==> config.mk <==
export PLATFORM = sky130hd
export DESIGN_NAME = lsu_mem_port
export DESIGN_NICKNAME = d
export VERILOG_FILES = /design/src/rtl/lsu_mem_port.sv
export SDC_FILE = /design/constraint.sdc
export NUM_CORES = 1
export LEC_CHECK = 0
export ABC_CLOCK_PERIOD_IN_PS = 1750
export BUFFER_PORTS_ARGS = -buffer_cell sky130_fd_sc_hd__buf_2
export CAP_MARGIN = 20
export CORE_MARGIN = 3
export CORE_UTILIZATION = 45
export CTS_BUF_LIST = sky130_fd_sc_hd__clkbuf_4 sky130_fd_sc_hd__clkbuf_8
export CTS_CLUSTER_DIAMETER = 120
export DETAILED_ROUTE_END_ITERATION = 10
export GPL_TIMING_DRIVEN = 0
export PLACE_DENSITY_LB_ADDON = 0.15
export SLEW_MARGIN = 15
export SYNTH_ARGS = -nofsm -noshare
export SYNTH_HDL_FRONTEND = slang
export SYNTH_SLANG_ARGS = --single-unit
==> constraint.sdc <==
create_clock -name i_clk -period 1.75 [get_ports i_clk]
set_clock_uncertainty 0.15 [all_clocks]
set_input_delay 0.0875 -clock i_clk [delete_from_list [all_inputs] [get_ports i_clk]]
set_output_delay 0.0875 -clock i_clk [all_outputs]
set_load 0.03 [all_outputs]
==> src/rtl/lsu_mem_port.sv <==
// -----------------------------------------------------------------------------
// lsu_mem_port
//
// Load/store initiator between the execute stage and a word-addressed data
// memory that only performs full 32-bit writes. Byte-addressed RV32 loads and
// stores (LB/LH/LW/LBU/LHU/SB/SH/SW) are turned into word accesses:
//   - loads read one word and sign/zero-extend the selected byte or half,
//   - SW writes the word directly,
//   - SB/SH read the old word, merge the new lane and write the whole word.
// Misaligned, out-of-range and illegal-funct3 requests are answered with an
// error response and never touch memory.
//
// Ports:
//   i_clk, i_rst_n   clock (rising edge), asynchronous active-low reset
//   i_req_*          request handshake: valid/ready, we, funct3, byte address,
//                    right-aligned store data
//   o_rsp_*          single-cycle response pulse with extended load data and
//                    error flag (no backpressure)
//   o_mem_*          word-addressed memory port: write enable, word address,
//                    write data
//   i_mem_rdata      memory read data for o_mem_addr
//
// All outputs come straight from flops; the next-state process computes the
// values they will hold in the following state.
// -----------------------------------------------------------------------------
module lsu_mem_port #(
  parameter  int MEM_SIZE = 1024,
  localparam int ADDR_W   = $clog2(MEM_SIZE)
) (
  input  logic              i_clk,
  input  logic              i_rst_n,
  input  logic              i_req_valid,
  output logic              o_req_ready,
  input  logic              i_req_we,
  input  logic [2:0]        i_req_funct3,
  input  logic [31:0]       i_req_addr,
  input  logic [31:0]       i_req_wdata,
  output logic              o_rsp_valid,
  output logic [31:0]       o_rsp_rdata,
  output logic              o_rsp_err,
  output logic              o_mem_we,
  output logic [ADDR_W-1:0] o_mem_addr,
  output logic [31:0]       o_mem_wdata,
  input  logic [31:0]       i_mem_rdata
);

  typedef enum logic [1:0] {
    ST_IDLE = 2'd0,
    ST_RD   = 2'd1,
    ST_WR   = 2'd2,
    ST_RESP = 2'd3
  } state_e;

  // ---------------------------------------------------------------------------
  // Helper functions
  // ---------------------------------------------------------------------------

  // Legal funct3 for the direction, natural alignment, and word index in range.
  function automatic logic req_ok(input logic        we,
                                  input logic [2:0]  f3,
                                  input logic [31:0] addr);
    logic f3_ok;
    logic align_ok;
    logic range_ok;
    case (f3)
      3'b000: begin
        f3_ok    = 1'b1;
        align_ok = 1'b1;
      end
      3'b001: begin
        f3_ok    = 1'b1;
        align_ok = ~addr[0];
      end
      3'b010: begin
        f3_ok    = 1'b1;
        align_ok = (addr[1:0] == 2'b00);
      end
      3'b100: begin
        f3_ok    = ~we;
        align_ok = 1'b1;
      end
      3'b101: begin
        f3_ok    = ~we;
        align_ok = ~addr[0];
      end
      default: begin
        f3_ok    = 1'b0;
        align_ok = 1'b0;
      end
    endcase
    range_ok = ({2'b00, addr[31:2]} < 32'(MEM_SIZE));
    return f3_ok & align_ok & range_ok;
  endfunction

  // Select the addressed byte/half of a read word and extend it to 32 bits.
  function automatic logic [31:0] load_extend(input logic [31:0] word,
                                              input logic [2:0]  f3,
                                              input logic [1:0]  off);
    logic [7:0]  b;
    logic [15:0] h;
    logic [31:0] r;
    case (off)
      2'd0:    b = word[7:0];
      2'd1:    b = word[15:8];
      2'd2:    b = word[23:16];
      2'd3:    b = word[31:24];
      default: b = 8'h00;
    endcase
    if (off[1]) begin
      h = word[31:16];
    end else begin
      h = word[15:0];
    end
    case (f3)
      3'b000:  r = {{24{b[7]}}, b};
      3'b001:  r = {{16{h[15]}}, h};
      3'b010:  r = word;
      3'b100:  r = {24'h000000, b};
      3'b101:  r = {16'h0000, h};
      default: r = 32'h0000_0000;
    endcase
    return r;
  endfunction

  // Replace one byte or half lane of the old word; other lanes pass through.
  function automatic logic [31:0] store_merge(input logic [31:0] old_word,
                                              input logic [15:0] wd,
                                              input logic        is_half,
                                              input logic [1:0]  off);
    logic [31:0] w;
    w = old_word;
    if (is_half) begin
      if (off[1]) begin
        w[31:16] = wd;
      end else begin
        w[15:0] = wd;
      end
    end else begin
      case (off)
        2'd0:    w[7:0]   = wd[7:0];
        2'd1:    w[15:8]  = wd[7:0];
        2'd2:    w[23:16] = wd[7:0];
        2'd3:    w[31:24] = wd[7:0];
        default: w        = old_word;
      endcase
    end
    return w;
  endfunction

  // ---------------------------------------------------------------------------
  // State and latched request
  // ---------------------------------------------------------------------------
  state_e              state_q,     state_d;
  logic                we_q,        we_d;
  logic [2:0]          funct3_q,    funct3_d;
  logic [1:0]          off_q,       off_d;
  logic [ADDR_W-1:0]   idx_q,       idx_d;
  // Only the low half is ever needed: SW is issued straight from the request.
  logic [15:0]         wdata_q,     wdata_d;

  logic                ready_q,     ready_d;
  logic                rsp_valid_q, rsp_valid_d;
  logic [31:0]         rsp_rdata_q, rsp_rdata_d;
  logic                rsp_err_q,   rsp_err_d;
  logic                mem_we_q,    mem_we_d;
  logic [ADDR_W-1:0]   mem_addr_q,  mem_addr_d;
  logic [31:0]         mem_wdata_q, mem_wdata_d;

  // Next-state and next-output logic; outputs default to their idle value.
  always_comb begin
    state_d     = state_q;
    we_d        = we_q;
    funct3_d    = funct3_q;
    off_d       = off_q;
    idx_d       = idx_q;
    wdata_d     = wdata_q;
    rsp_valid_d = 1'b0;
    rsp_rdata_d = 32'h0000_0000;
    rsp_err_d   = 1'b0;
    mem_we_d    = 1'b0;
    mem_addr_d  = {ADDR_W{1'b0}};
    mem_wdata_d = 32'h0000_0000;

    case (state_q)
      ST_IDLE: begin
        if (i_req_valid) begin
          we_d     = i_req_we;
          funct3_d = i_req_funct3;
          off_d    = i_req_addr[1:0];
          idx_d    = i_req_addr[ADDR_W+1:2];
          wdata_d  = i_req_wdata[15:0];
          if (!req_ok(i_req_we, i_req_funct3, i_req_addr)) begin
            state_d     = ST_RESP;
            rsp_valid_d = 1'b1;
            rsp_err_d   = 1'b1;
          end else if (i_req_we && (i_req_funct3 == 3'b010)) begin
            // Full-word store needs no read of the old contents.
            state_d     = ST_WR;
            mem_we_d    = 1'b1;
            mem_addr_d  = i_req_addr[ADDR_W+1:2];
            mem_wdata_d = i_req_wdata;
          end else begin
            // Loads and sub-word stores both start with a read.
            state_d    = ST_RD;
            mem_addr_d = i_req_addr[ADDR_W+1:2];
          end
        end else begin
          state_d = ST_IDLE;
        end
      end

      ST_RD: begin
        // i_mem_rdata has been stable against idx_q for the whole RD cycle.
        if (we_q) begin
          state_d     = ST_WR;
          mem_we_d    = 1'b1;
          mem_addr_d  = idx_q;
          mem_wdata_d = store_merge(i_mem_rdata, wdata_q, funct3_q[0], off_q);
        end else begin
          state_d     = ST_RESP;
          rsp_valid_d = 1'b1;
          rsp_rdata_d = load_extend(i_mem_rdata, funct3_q, off_q);
        end
      end

      ST_WR: begin
        state_d     = ST_RESP;
        rsp_valid_d = 1'b1;
      end

      ST_RESP: begin
        state_d = ST_IDLE;
      end

      default: begin
        state_d = ST_IDLE;
      end
    endcase

    ready_d = (state_d == ST_IDLE);
  end

  // State, latched request and registered outputs.
  always_ff @(posedge i_clk or negedge i_rst_n) begin
    if (!i_rst_n) begin
      state_q     <= ST_IDLE;
      we_q        <= 1'b0;
      funct3_q    <= 3'b000;
      off_q       <= 2'b00;
      idx_q       <= {ADDR_W{1'b0}};
      wdata_q     <= 16'h0000;
      ready_q     <= 1'b1;
      rsp_valid_q <= 1'b0;
      rsp_rdata_q <= 32'h0000_0000;
      rsp_err_q   <= 1'b0;
      mem_we_q    <= 1'b0;
      mem_addr_q  <= {ADDR_W{1'b0}};
      mem_wdata_q <= 32'h0000_0000;
    end else begin
      state_q     <= state_d;
      we_q        <= we_d;
      funct3_q    <= funct3_d;
      off_q       <= off_d;
      idx_q       <= idx_d;
      wdata_q     <= wdata_d;
      ready_q     <= ready_d;
      rsp_valid_q <= rsp_valid_d;
      rsp_rdata_q <= rsp_rdata_d;
      rsp_err_q   <= rsp_err_d;
      mem_we_q    <= mem_we_d;
      mem_addr_q  <= mem_addr_d;
      mem_wdata_q <= mem_wdata_d;
    end
  end

  assign o_req_ready = ready_q;
  assign o_rsp_valid = rsp_valid_q;
  assign o_rsp_rdata = rsp_rdata_q;
  assign o_rsp_err   = rsp_err_q;
  assign o_mem_we    = mem_we_q;
  assign o_mem_addr  = mem_addr_q;
  assign o_mem_wdata = mem_wdata_q;

endmodule

==> results.txt, run 1 <==
Switching Power = 4.76 mW
total buffers and inverters traversed by the critical path = 1
clock buffers created by TritonCTS = 9
final worst-path cycle share = 100%
Hold Crit Class = in2async
placed standard-cell area = 6310 um^2
clock transition at the registers of the reported paths = 0.11 ns
unrepaired setup endpoints after global routing = yes
post-detailed-route DRC marker count = 0
worst slack, placed = -0.537 ns
final standard cell area without fillers = 7590 um^2
vias in the first global route = 5293
area growth from synthesis to layout = 46.0%
proportion of total power due to net switching = 44.9%
total clock sinks = 112
portion of the post-synthesis area used by sequential elements = 53.9%
count of input and output buffers = 180
total of warnings raised by yosys = 0
Max rail drop VDD = 0.839 mV
antenna violations before repair = 0
total track usage = 26.9%
Core Rows = 38
type of origin of the critical path = flip-flop
Primary FF master, synth = sky130_fd_sc_hd__dfrtp_1
initial core utilization = 47.0%
biggest cell delay along the critical path = 0.49 ns
upper clock frequency limit = 570 MHz
Starting DRT DRC Count = 288
cell with the biggest individual delay on the critical path = sky130_fd_sc_hd__mux4_2
data required time of the critical path = 1.88 ns
Cell Chain, Critical Path = buf_6, mux4_2, nor2b_4, a222oi_1, nor2_1
synthesized instance count = 506
clock insertion delay at the later pin of the skew report = 0.39 ns
GRT overflow = 0
Net Count, Synth = 613
via-per-instance ratio = 5.51
worst-case setup margin in the final layout = -0.00591 ns
endpoints failing setup = 2
fraction of final layout cells sized beyond drive strength 1 = 37.4%
status = complete, but fails checks
hold violation count in the final report = 0
final layout net count = 893
die outline area = 12900 um^2
Initial DRT Pass Iterations = 5
number of nets still failing antenna checks after routing = 0
antenna cell count = 0
synth unique cells = 47
final critical delay including setup and external delays = 1.76 ns
P_int = 5.85 mW
Async SR Flop Fraction = 100%
power density cells = 1400 nW/um^2
Post-Synthesis Cell Area = 5200 um^2
reported leakage power = 3.98 nW
Max H-tree Level = 3
library cell used as clock root buffer = sky130_fd_sc_hd__clkbuf_8
WS Path Type = reg2reg
number of buffers between clock root and the deepest sink = 2
wire length per cell after detailed routing = 18.7 um
total number of vias = 5127
I/O pin count = 181
transition at the pin with the smallest max-transition slack = 0.565 ns
MaxCap Viol Count = 0
total count of max-transition violations in the final report = 0
register bit count reported by yosys = 112
fraction of power consumed by the clock network = 13.9%
Data arrival, critical path = 1.89 ns
maximum number of pins on one net before global-route repair = 63
core footprint = 11100 um^2
fraction of power consumed by sequential logic = 35.9%
half-perimeter wire length after placement = 12.0 mm
top fanout value on the critical path = 8
synthesized area per cell = 10.3 um^2
combinational cell fraction of total power = 50.2%
number of enable-type register cells in the synthesized netlist = 0
GP Congestion = 0.883
critical path endpoint category = flip-flop
first-pass GRT wire length = 27.1 mm
failing checks = setup timing
final WL = 17.4 mm
CTS tree = yes
height of the chip = 114 um
Rel. slew slack = 62.3%
Die X = 114 um
category of cells accounting for the largest share of critical-path delay = multiplexers
stage by stage:
stage	cells	hold WS [ns]	utilization (%)	TNS, ns	total power, mW
final	931	0.0307	68.6	-0.00712	10.6
after CTS	927	0.0566	67.2	-0.364	10.2
after floorplan	506	-0.358	-	-0.194	6.86
after global routing	931	0.0760	68.6	-1.56	11.2
after global placement	826	0.144	56.7	-119.86	8.19
after detailed placement	827	-0.0961	57.0	-34.99	8.31
power by group through the flow:
stage          sequential [mW]  clock [mW]  combinational, mW
2_1_floorplan             4.39           0               2.48
3_3_place_gp              3.79           0               4.40
3_5_place_dp              3.81           0               4.50
4_1_cts                   3.76        1.49               4.93
5_1_grt                   3.88        1.60               5.73
6_report                  3.81        1.48               5.33
cell type report:
type	count	area [um^2]
Sequential cell	112	2810
Timing Repair Buffer	274	1850
Inverter	6	22.5
Buffer	30	229
Tap cell	140	175
Clock buffer	9	124
Multi-Input combinational cell	353	2330
Fill cell	855	3480
Clock inverter	7	56.3
metal layers:
metal | vias up | wire (um) | track usage, %
met2 | 224 | 8700 | 45.2
met3 | 33 | 1110 | 4.46
met4 | 0 | 352 | 9.05
met5 | - | 0 | 0
met1 | 2501 | 7270 | 35.4
li1 | 2369 | - | -
kinds of logic (layout without fill, tap and decap cells):
family | count (synthesis) | count (layout) | synth area share, %
adder cells (fa/ha/maj) | 4 | 4 | 0.962
buffers and inverters | 41 | 326 | 3.97
multiplexers | 24 | 24 | 5.10
flip-flops | 112 | 112 | 53.9
AO/OA/AOI/OAI | 136 | 136 | 20.6
AND/OR/NAND/NOR | 189 | 189 | 15.5
repair_timing:
item	4_1_cts	5_1_grt
setup endpoints to repair	110	74
pin swaps	1	1
buffers inserted	5	6
endpoints found under the hold margin	219	0
hold buffers	82	0
resized for setup	42	35
gates cloned	0	0
sequential cells by signal, summed over array words and instances, names as in the netlist, 2 cells and up:
| name | cells |
|---|---|
| o_mem_wdata | 32 |
| o_rsp_rdata | 32 |
| wdata_q | 16 |
| idx_q | 10 |
| o_mem_addr | 10 |
| funct3_q | 3 |
| off_q | 2 |
| state_q | 2 |
Yosys cell counts (3+ instances only):
cell type                  count  area, um^2
sky130_fd_sc_hd__a41o_1        8        80.1
sky130_fd_sc_hd__o22ai_1      10        62.6
sky130_fd_sc_hd__nor2b_1       3        18.8
sky130_fd_sc_hd__dfrtp_1     111        2780
sky130_fd_sc_hd__clkbuf_1     21        78.8
sky130_fd_sc_hd__nand2_1     141         529
sky130_fd_sc_hd__a21oi_1      34         170
sky130_fd_sc_hd__nor2_1       23        86.3
sky130_fd_sc_hd__ha_1          4        50.1
sky130_fd_sc_hd__a22oi_1       9        67.6
sky130_fd_sc_hd__mux2i_1      22         220
sky130_fd_sc_hd__o221ai_1     16         140
sky130_fd_sc_hd__nand2b_1      3        18.8
sky130_fd_sc_hd__inv_1         5        18.8
sky130_fd_sc_hd__o22a_1        7        61.3
sky130_fd_sc_hd__o21ai_0      13        65.1
sky130_fd_sc_hd__buf_2        10        50.1
sky130_fd_sc_hd__o22ai_2      20         250
sky130_fd_sc_hd__a32o_1       10         100
sky130_fd_sc_hd__nor4_2        4        50.1
worst paths after layout:
check / startpoint / to / slack (ns) / cells past startpoint
worst max-delay path: off_q[1] / o_rsp_rdata[7] / -0.006 / 5
worst min register to register: idx_q[8] / idx_q[8] / 0.34 / 2
min in group i_clk: i_req_addr[16] / o_rsp_err / 0.07 / 5
max in group asynchronous: i_rst_n / o_req_ready / 0.72 / 3
worst max register to register: off_q[1] / o_rsp_rdata[7] / -0.006 / 5
worst min-delay path: i_rst_n / o_rsp_rdata[16] / 0.03 / 2
worst reg2reg max path, delay by kind of cell, from the launching register on:
family	cells	cell delay [ns]
buffers and inverters	1	0.13
AOI/OAI and AO/OA	1	0.30
and+or+nand+nor	2	0.21
DFF	1	0.37
muxes	1	0.49
cells in the final DEF (no fill, tap or decap), drive strengths merged, types with 8 or more instances in the layout:
cell / Yosys / routed
nor2: 25 / 25
clkbuf: 21 / 25
nand2: 141 / 141
inv: 6 / 8
buf: 14 / 206
o21ai: 14 / 14
o22ai: 30 / 30
mux2i: 22 / 22
a32o: 10 / 10
a41o: 8 / 8
o221ai: 16 / 16
a21oi: 35 / 35
dlygate4sd3: 0 / 82
dfrtp: 111 / 111
a22oi: 9 / 9
Note: power is estimated with default switching activity, not from simulation.
==> run 2: changes to the inputs <==
--- a/config.mk
+++ b/config.mk
@@ -9,12 +9,13 @@
 export BUFFER_PORTS_ARGS = -buffer_cell sky130_fd_sc_hd__buf_2
 export CAP_MARGIN = 20
 export CORE_MARGIN = 3
-export CORE_UTILIZATION = 45
+export CORE_UTILIZATION = 25
 export CTS_BUF_LIST = sky130_fd_sc_hd__clkbuf_4 sky130_fd_sc_hd__clkbuf_8
 export CTS_CLUSTER_DIAMETER = 120
 export DETAILED_ROUTE_END_ITERATION = 10
 export GPL_TIMING_DRIVEN = 0
 export PLACE_DENSITY_LB_ADDON = 0.15
+export SKIP_CTS_REPAIR_TIMING = 1
 export SLEW_MARGIN = 15
 export SYNTH_ARGS = -nofsm -noshare
 export SYNTH_HDL_FRONTEND = slang
==> results.txt, run 2 (synthesis gave the netlist of run 1 again) <==
status = complete, but fails checks
failing checks = setup timing
Rel. slew slack = 48.2% (-14 points)
hold violation count in the final report = 0 (unchanged)
Reg2Reg Capture Point = o_rsp_rdata[6]
data required time of the critical path = 1.87 ns (about the same)
final WL = 19.8 mm (+13%)
final worst-path cycle share = 105% (+4.6 points)
register-to-register setup slack = -0.09 ns (-0.08 ns)
total track usage = 16.5% (-10 points)
count of input and output buffers = 180 (unchanged)
Data arrival, critical path = 1.95 ns (+0.06 ns)
half-perimeter wire length after placement = 14.3 mm (+20%)
final critical delay including setup and external delays = 1.84 ns (+0.0814 ns)
antenna violations before repair = 0 (unchanged)
antenna cell count = 0 (unchanged)
launching point of the worst reg2reg path = off_q[1]
wire length per cell after detailed routing = 18.6 um (-0.42%)
unrepaired setup endpoints after global routing = yes
total clock sinks = 112 (unchanged)
clock insertion delay at the later pin of the skew report = 0.40 ns (about the same)
placed standard-cell area = 6480 um^2 (+2.6%)
highest-count cells in the layout ignoring fill and taps = 186 x sky130_fd_sc_hd__buf_2, 135 x sky130_fd_sc_hd__nand2_1, 110 x sky130_fd_sc_hd__dfrtp_1
critical path endpoint category = flip-flop
Max H-tree Level = 3 (unchanged)
height of the chip = 150 um (+32%)
endpoints failing setup = 5 (+3)
Pwr Total = 10.7 mW (+0.82%)
CTS tree = yes
number of buffers between clock root and the deepest sink = 2 (unchanged)
power density cells = 1370 nW/um^2 (-1.6%)
first-pass GRT wire length = 28.1 mm (+3.5%)
clock transition at the registers of the reported paths = 0.12 ns (about the same)
number of nets still failing antenna checks after routing = 0 (unchanged)
total count of max-transition violations in the final report = 0 (unchanged)
total number of vias = 5032 (-1.9%)
MaxCap Viol Count = 0 (unchanged)
core footprint = 20400 um^2 (+84%)
transition at the pin with the smallest max-transition slack = 0.757 ns (+0.192 ns)
worst-case setup margin in the final layout = -0.0873 ns (-0.0814 ns)
final standard cell area without fillers = 7780 um^2 (+2.5%)
via-per-instance ratio = 4.74 (-14%)
top fanout value on the critical path = 10 (+2)
Die X = 150 um (+32%)
GRT overflow = 0 (unchanged)
Max rail drop VDD = 0.519 mV (-38%)
Reg2Reg Depth = 4 (-1)
Initial DRT Pass Iterations = 5 (unchanged)
library cell used as clock root buffer = sky130_fd_sc_hd__clkbuf_8
type of origin of the critical path = flip-flop
fraction of final layout cells sized beyond drive strength 1 = 37.5% (+0.13 points)
area growth from synthesis to layout = 49.7%
I/O pin count = 181 (unchanged)
upper clock frequency limit = 544 MHz (-4.4%)
reported leakage power = 4.00 nW (+0.59%)
initial core utilization = 25.5% (-21 points)
GP Congestion = 0.847 (-4.1%)
Core Rows = 52 (+37%)
vias in the first global route = 4757 (-10%)
clock buffers created by TritonCTS = 9 (unchanged)
count of fill cells added during filler insertion = 2063 (+140%)
most common library cell in the layout ignoring fill and taps = sky130_fd_sc_hd__buf_2
Hold Crit Class = in2async
Util after Layout = 38.2% (-30 points)
Starting DRT DRC Count = 293 (+1.7%)
maximum number of pins on one net before global-route repair = 68 (+7.9%)
die outline area = 22600 um^2 (+75%)
post-detailed-route DRC marker count = 0 (unchanged)
Post-Route Setup TNS = -0.209 ns (-0.202 ns)
WS Path Type = reg2reg
final layout net count = 893 (unchanged)
## run 2: metrics by stage
stage	worst slack (ns)	hold WS, ns	cells
4_1_cts	-0.773	-0.553	973
2_1_floorplan	-0.0145	-0.358	506
5_1_grt	-0.176	0.0298	1061
3_3_place_gp	-0.999	0.149	956
6_report	-0.0873	0.0166	1061
3_5_place_dp	-0.742	-0.102	957
## run 2: worst max-delay path by stage
stage                           from         endpoint  slack [ns]  cells past startpoint
after global routing        off_q[1]   o_rsp_rdata[7]       -0.18                      5
after floorplan           state_q[0]   o_mem_wdata[0]       -0.01                      7
final                       off_q[1]   o_rsp_rdata[6]       -0.09                      4
after CTS                 state_q[0]  o_mem_wdata[13]       -0.77                      7
after global placement       i_rst_n    o_mem_addr[5]        -1.0                      1
after detailed placement  state_q[0]  o_mem_wdata[13]       -0.74                      7
## run 2: worst max-delay path: stages (launching register included)
cell	delay, ns
sky130_fd_sc_hd__dfrtp_1	0.42
sky130_fd_sc_hd__buf_6	0.14
sky130_fd_sc_hd__clkbuf_2	0.19
sky130_fd_sc_hd__a2111oi_0	0.71
sky130_fd_sc_hd__nor4_2	0.09
## run 2: layout make-up
| class | instances | area [um^2] | area share (%) |
|---|---|---|---|
| clock buffer | 9 | 124 | 1.59 |
| inverter | 6 | 22.5 | 0.289 |
| clock inverter | 7 | 72.6 | 0.932 |
| buffer | 31 | 249 | 3.20 |
| multi-input combinational | 354 | 2340 | 30.1 |
| sequential | 112 | 2810 | 36.0 |
| tap | 270 | 338 | 4.34 |
| timing repair buffer | 272 | 1830 | 23.5 |
## run 2: power by group
group          internal (mW)  switching (mW)
logic                   1.92            3.36
registers               3.30           0.505
clock network          0.564            1.04
total                   5.79            4.91
## run 2: metal layers
metal,vias to the layer above,wire length [um],track usage (%)
li1,2370,-,-
met1,2430,8850,22.6
met2,204,9440,26.2
met3,28,1210,4.58
met4,0,286,3.84
met5,-,0,0
==> run 3: changes to the inputs <==
--- a/config.mk
+++ b/config.mk
@@ -8,7 +8,8 @@
 export ABC_CLOCK_PERIOD_IN_PS = 1750
 export BUFFER_PORTS_ARGS = -buffer_cell sky130_fd_sc_hd__buf_2
 export CAP_MARGIN = 20
-export CORE_MARGIN = 3
+export CORE_ASPECT_RATIO = 0.5
+export CORE_MARGIN = 2
 export CORE_UTILIZATION = 25
 export CTS_BUF_LIST = sky130_fd_sc_hd__clkbuf_4 sky130_fd_sc_hd__clkbuf_8
 export CTS_CLUSTER_DIAMETER = 120
==> results.txt, run 3 (synthesis gave the netlist of run 1 again) <==
worst-case setup margin in the final layout = -0.0535 ns (+0.0338 ns)
antenna cell count = 0 (unchanged)
count of fill cells added during filler insertion = 2147 (+4.1%)
height of the chip = 106 um (-29%)
core footprint = 20500 um^2 (+0.48%)
final layout net count = 893 (unchanged)
critical path endpoint category = flip-flop
clock insertion delay at the later pin of the skew report = 0.41 ns (about the same)
wire length per cell after detailed routing = 19.0 um (+1.8%)
antenna violations before repair = 0 (unchanged)
Rel. slew slack = 67.0% (+19 points)
die outline area = 22000 um^2 (-2.3%)
initial core utilization = 25.4% (-0.12 points)
most common library cell in the layout ignoring fill and taps = sky130_fd_sc_hd__buf_2
status = complete, but fails checks
CTS tree = yes
Storage cell area = 2810 um^2 (unchanged)
unrepaired setup endpoints after global routing = yes
Post-Route Setup TNS = -0.224 ns (-0.0151 ns)
highest-count cells in the layout ignoring fill and taps = 183 x sky130_fd_sc_hd__buf_2, 135 x sky130_fd_sc_hd__nand2_1, 110 x sky130_fd_sc_hd__dfrtp_1
final worst-path cycle share = 103% (-1.9 points)
upper clock frequency limit = 554 MHz (+1.9%)
number of nets still failing antenna checks after routing = 0 (unchanged)
I/O pin count = 181 (unchanged)
MaxCap Viol Count = 0 (unchanged)
count of input and output buffers = 180 (unchanged)
fraction of final layout cells sized beyond drive strength 1 = 37.9% (+0.38 points)
post-placement cell count = 960 (+0.31%)
clock transition at the registers of the reported paths = 0.14 ns (+0.02 ns)
total track usage = 17.4% (+0.87 points)
via-per-instance ratio = 4.68 (-1.3%)
library cell used as clock root buffer = sky130_fd_sc_hd__clkbuf_8
area growth from synthesis to layout = 50.8%
power density cells = 1400 nW/um^2 (+1.8%)
endpoints failing setup = 11 (+6)
area of the multi-input gates = 2390 um^2 (+2.0%)
Data arrival, critical path = 1.95 ns (about the same)
GRT overflow = 0 (unchanged)
final WL = 20.2 mm (+2.1%)
Max rail drop VDD = 0.533 mV (+2.7%)
reported leakage power = 3.99 nW (-0.24%)
final critical delay including setup and external delays = 1.80 ns (-0.0338 ns)
Hold Crit Class = in2reg
Die X = 208 um (+38%)
clock buffers created by TritonCTS = 9 (unchanged)
post-detailed-route DRC marker count = 0 (unchanged)
total count of max-transition violations in the final report = 0 (unchanged)
half-perimeter wire length after placement = 14.5 mm (+1.4%)
Initial DRT Pass Iterations = 5 (unchanged)
total clock sinks = 112 (unchanged)
type of origin of the critical path = flip-flop
filler-free cell count of the finished design = 1064 (+0.28%)
failing checks = setup timing
GP Congestion = 0.801 (-5.5%)
first-pass GRT wire length = 28.8 mm (+2.5%)
top fanout value on the critical path = 8 (-2)
hold violation count in the final report = 0 (unchanged)
number of buffers between clock root and the deepest sink = 2 (unchanged)
Starting DRT DRC Count = 280 (-4.4%)
data required time of the critical path = 1.89 ns (+0.02 ns)
total number of vias = 4983 (-0.97%)
Core Rows = 37 (-29%)
WS Path Type = reg2reg
maximum number of pins on one net before global-route repair = 82 (+21%)
transition at the pin with the smallest max-transition slack = 0.491 ns (-0.266 ns)
vias in the first global route = 4704 (-1.1%)
Max H-tree Level = 3 (unchanged)
## run 3: where the power goes
part           leakage (nW)  internal (mW)  total, mW  switching [mW]
clock network        0.0931          0.562       1.61            1.05
registers              1.50           3.30       3.85           0.547
logic                  2.40           2.09       5.51            3.42
total                  3.99           5.95       11.0            5.02
## run 3: cell type report
type                       count  share of cell area [%]
clock inverter                 7                   0.909
clock buffer                   9                    1.58
buffer                        29                    3.08
sequential                   112                    35.8
inverter                       6                   0.287
multi-input combinational    354                    30.4
tap                          273                    4.36
timing repair buffer         274                    23.6
## run 3: final timing paths
kind                                 start               to  depth (start not counted)  slack (ns)
setup / recovery                  off_q[1]   o_rsp_rdata[7]                          5       -0.05
hold / removal             i_mem_rdata[15]  o_rsp_rdata[15]                          3       0.003
setup reg to reg                  off_q[1]   o_rsp_rdata[7]                          5       -0.05
hold reg to reg                   idx_q[4]         idx_q[4]                          2        0.35
max in group asynchronous          i_rst_n  o_rsp_rdata[15]                          4        0.23
min in group asynchronous          i_rst_n        o_rsp_err                          3        0.52
## run 3: layer usage
metal / track usage, % / vias to the layer above / routed length, um
met2: 26.3 / 161 / 9000
li1: - / 2369 / -
met5: 0 / - / 0
met4: 3.04 / 0 / 287
met3: 3.93 / 27 / 920
met1: 25.6 / 2426 / 10000
## run 3: metrics by stage
stage               area [um^2]  total power, mW  setup slack, ns  hold WS (ns)  utilization, %
floorplan                  5200             6.86          -0.0145        -0.358               -
global placement           6450             8.42            -1.11         0.145            31.5
detailed placement         6480             8.47           -0.869        -0.145            31.7
CTS                        6680             10.1           -0.867        -0.598            32.6
global route               7840             11.7           -0.176       0.00943            38.3
finish                     7840             11.0          -0.0535       0.00281            38.3
## run 3: critical path: stages (launching register included)
cell	delay, ns
sky130_fd_sc_hd__dfrtp_1	0.37
sky130_fd_sc_hd__buf_6	0.13
sky130_fd_sc_hd__mux4_2	0.50
sky130_fd_sc_hd__nor2b_4	0.14
sky130_fd_sc_hd__a222oi_1	0.33
sky130_fd_sc_hd__nor2_1	0.08
